==> src/rtl/mem_arbiter.sv <==
// mem_arbiter: shares one single-port memory between instruction fetch and data access.
// Data wins by default; a wait counter forces a fetch grant after MAX_WAIT consecutive losses.
`default_nettype none

module mem_arbiter #(
    parameter int AW       = 32,
    parameter int DW       = 32,
    parameter int MAX_WAIT = 3
) (
    input  logic          clk,
    input  logic          rst,
    input  logic          if_req,
    input  logic [AW-1:0] if_addr,
    input  logic          if_flush,
    output logic          if_gnt,
    output logic          if_stall,
    output logic          if_valid,
    output logic [DW-1:0] if_rdata,
    input  logic          d_req,
    input  logic          d_wen,
    input  logic [AW-1:0] d_addr,
    input  logic [DW-1:0] d_wdata,
    output logic          d_gnt,
    output logic          d_valid,
    output logic [DW-1:0] d_rdata,
    output logic          mem_wen,
    output logic [AW-1:0] mem_addr,
    output logic [DW-1:0] mem_wdata,
    input  logic [DW-1:0] mem_rdata
);

    localparam int WW = $clog2(MAX_WAIT + 1);

    typedef enum logic [1:0] {
        S_IDLE = 2'd0,
        S_IF   = 2'd1,
        S_D    = 2'd2
    } state_t;

    state_t        state;
    state_t        state_nxt;
    logic [WW-1:0] wait_cnt;
    logic [WW-1:0] wait_nxt;
    logic          fetch_due;
    logic          load_q;
    logic [DW-1:0] if_hold;
    logic [DW-1:0] d_hold;

    always_ff @(posedge clk or posedge rst) begin
        if (rst) begin
            state    <= S_IDLE;
            wait_cnt <= '0;
            load_q   <= 1'b0;
            if_hold  <= '0;
            d_hold   <= '0;
        end else begin
            state    <= state_nxt;
            wait_cnt <= wait_nxt;
            if (d_gnt)
                load_q <= ~d_wen;
            if (state == S_IF && !if_flush)
                if_hold <= mem_rdata;
            if (state == S_D && load_q)
                d_hold <= mem_rdata;
        end
    end

    always_comb begin
        fetch_due = if_req & (wait_cnt == WW'(MAX_WAIT));
        d_gnt     = d_req & ~fetch_due;
        if_gnt    = if_req & ~d_gnt;
        if_stall  = if_req & ~if_gnt;

        mem_addr  = d_gnt ? d_addr : if_addr;
        mem_wen   = d_gnt & d_wen;
        mem_wdata = d_wdata;

        state_nxt = S_IDLE;
        if (d_gnt)
            state_nxt = S_D;
        else if (if_gnt)
            state_nxt = S_IF;

        wait_nxt = wait_cnt;
        if (!if_req || if_gnt)
            wait_nxt = '0;
        else if (wait_cnt != WW'(MAX_WAIT))
            wait_nxt = wait_cnt + WW'(1);
    end

    // Responses come straight off the synchronous-read memory in the cycle after the grant;
    // the hold registers keep rdata stable between responses.
    always_comb begin
        if_valid = (state == S_IF) & ~if_flush;
        if_rdata = (state == S_IF) ? mem_rdata : if_hold;
        d_valid  = (state == S_D);
        d_rdata  = (state == S_D && load_q) ? mem_rdata : d_hold;
    end

endmodule

`default_nettype wire
==> config.mk <==
export PLATFORM = sky130hd
export DESIGN_NAME = mem_arbiter
export DESIGN_NICKNAME = d
export VERILOG_FILES = /design/src/rtl/mem_arbiter.sv
export SDC_FILE = /design/constraint.sdc
export NUM_CORES = 1
export LEC_CHECK = 0
export CORE_MARGIN = 4
export CORE_UTILIZATION = 38
export CTS_BUF_LIST = sky130_fd_sc_hd__clkbuf_8
export DETAILED_ROUTE_END_ITERATION = 10
export GPL_TIMING_DRIVEN = 0
export PLACE_DENSITY = 0.88
export SYNTH_ARGS = -nofsm -noshare
export SYNTH_HDL_FRONTEND = slang
export SYNTH_SLANG_ARGS = --single-unit
==> constraint.sdc <==
create_clock -name clk -period 6 [get_ports clk]
set_input_delay 0.6 -clock clk [delete_from_list [all_inputs] [get_ports clk]]
set_output_delay 0.6 -clock clk [all_outputs]
set_load 0.1 [all_outputs]
==> reports/metrics.cfg <==
[timing]
whs_ns=0.4418
relSlewSlack_pct=29.72
fin_skew_ns=0.01319
fin_tns_setup_ns=0
rsz0062_at_grt=no
finalHoldViolCount=0
min_period_ns=3.685
report.final.slew_viol_count=0
worstMarginPinSlew_ns=1.051
setup_slack_ns=2.315
setup_violations=0
fin_crit_sh_pct=61.42
fmax_mhz=271.4

[synth]
yosysUniqueCellTypes=16
syn_avg_cell_area_um2=14.27
syn_area_um2=3667
yosysTopAreaCellShare_pct=47.08
synth_largest_area_cell=dfrtp_1
syn_inst=257
syn_nets=392
synth-seq-area-share_pct=47.08
synth_area_leaders=dfrtp_1 47%, mux2_2 38%, buf_4 7.2%, buf_6 2.8%, mux2_1 1.5%
yosys_warnings=0
ys_ff_latch=69

[worst_hold_path]
hold_class=reg2reg
holdPathStages=1
min_to=wait_cnt[0]$_DFFE_PP0P_
min_from=wait_cnt[0]$_DFFE_PP0P_

[die]
fp.dieArea_um2=11290
start_util_pct=39.32
num_rows=35
io_pins=268
die_w_um=106.2
core_um2=9328
die_h_um=106.2

[routing]
vias=2916
wl_met2_um=6684
totalWireLength_um=12200
wl_met3_um=847
vias_per_cell=4.578
post-route-drc-count=0
wl_met1_um=4458
top_layer_used=met4
wire_per_inst_um=19.16
antenna_left=0
drt_iter0_markers=71
first_pass_iters=4

[setup_path]
path_common_cell=clkdlybuf4s50_1
r2r_cells=3
r2r_end=if_hold[13]$_DFFE_PP0P_
crit_type=in2out
r2r_start=state[1]$_DFF_PP0_
critical_path.endpoint_type=primary output
crit_slowest_cell=clkdlybuf4s50_1
critPathLaunchType=input pin
crit_fanout=11
r2r_slack_ns=4.45
crit_required_ns=5.40
cpPeakStageDelay_ns=0.99
cp_data_arrival_time_ns=3.09
cp_cell_sequence=clkdlybuf4s50_1, a21boi_4, buf_4, mux2_2, clkdlybuf4s50_1

[clock_network]
cts_max_level=3
post-cts-setup-buffer-count=0
cts_root_buf=clkbuf_8
clkTransAtPathRegs_ns=0.07
ctsHoldBuffers=0
ctsResizeCount=0
cts_tree=built
numClockSinks=69
clockBufferDepth=2
numCtsBuffers=9
clkLatencyLatePin_ns=0.34

[power_and_ir_drop]
p_leak_nw=2.647
cellPowerDensity_nw_per_um2=398.1
power_mw=2.551
vdd_drop_max_mv=0.1795

[grt]
antenna_found_initial=0
grt_pass1_wl_um=18300
overflow=0
grt_pass1_vias=3283
grt_max_degree=70
grt_usage_pct=21.17

[placed_design]
dpl.hpwl_um=10150
port_buffers=235
dp_cells=621
detailed_place.area_um2=6183
gp_congestion=0.7694
place_ws_ns=2.290

[final_layout]
regArea_um2=1727
final_cells=637
utilization_pct=68.71
drive_gt1_share_pct=36.81
diodes=0
fillCellCount=706
area_growth_pct=74.75
fin_area_um2=6409
nets=638
multiInputGateArea_um2=1560

[outcome]
status=complete, no violations

[run]
cap_violations=0

## critical path, delay by kind of cell
kind,cells,cell delay (ns)
AO/OA/AOI/OAI,1,0.33
multiplexers,1,0.36
buffers and inverters,3,1.77
## layout make-up
| cell class | instances | share of cell area, % |
|---|---|---|
| inverters | 3 | 0.2148 |
| repair buffers | 235 | 36.70 |
| clock inverters | 6 | 1.367 |
| flip-flops and latches | 69 | 26.94 |
| plain buffers | 45 | 5.759 |
| clock buffers | 10 | 2.148 |
| multi-input cells | 140 | 24.35 |
| well taps | 129 | 2.519 |
## flip-flops by register name, summed over array words and instances, names as in the netlist
name      count
state         2
if_hold      32
d_hold       32
wait_cnt      2
load_q        1
## cells in the final DEF (no fill, tap or decap), drive strengths merged
| master | Yosys | layout |
|---|---|---|
| clkdlybuf4s50 | 0 | 235 |
| mux2 | 128 | 128 |
| dfrtp | 69 | 69 |
| buf | 45 | 45 |
| clkbuf | 0 | 10 |
| inv | 3 | 4 |
| nor2b | 3 | 3 |
| and2 | 2 | 2 |
| clkinvlp | 0 | 2 |
| bufinv | 0 | 2 |
| a21boi | 2 | 2 |
| nor3b | 1 | 1 |
| nand3b | 1 | 1 |
| and3b | 1 | 1 |
| mux2i | 1 | 1 |
| ha | 1 | 1 |
| clkinv | 0 | 1 |
## cell usage after synthesis, drive strengths merged
cell type  instances
and2               2
nand3b             1
and3b              1
mux2i              1
buf               45
dfrtp             69
nor3b              1
nor2b              3
inv                3
mux2             128
ha                 1
a21boi             2
## worst max path at each step
stage	start	endpoint	slack [ns]	cells after the start
5_1_grt	d_req	mem_addr[26]	2.26	5
4_1_cts	d_req	mem_addr[26]	2.29	5
2_1_floorplan	if_req	if_gnt	2.57	1
3_3_place_gp	d_req	mem_addr[26]	2.33	5
3_5_place_dp	d_req	mem_addr[26]	2.29	5
6_report	d_req	mem_addr[24]	2.31	5
## kinds of logic (layout without fill, tap and decap cells)
| group | Yosys count | in the layout | synth area share (%) |
|---|---|---|---|
| simple gates | 8 | 8 | 1.911 |
| compound gates | 2 | 2 | 0.7166 |
| buf+inv | 48 | 299 | 10.37 |
| fa+ha+maj | 1 | 1 | 0.3411 |
| flops | 69 | 69 | 47.08 |
| mux | 129 | 129 | 39.58 |
## where the power goes
group	total, mW	leakage, nW	switching, mW	internal [mW]
sequential	0.597	0.820	0.0354	0.562
combinational	1.53	1.72	1.12	0.410
clock	0.426	0.110	0.181	0.245
## routing by layer
metal	track usage, %	vias to the layer above
li1	-	1369
met5	0	-
met4	5.920	0
met2	39.55	130
met3	6.011	15
met1	23.21	1402
Note: power is estimated with default switching activity, not from simulation.
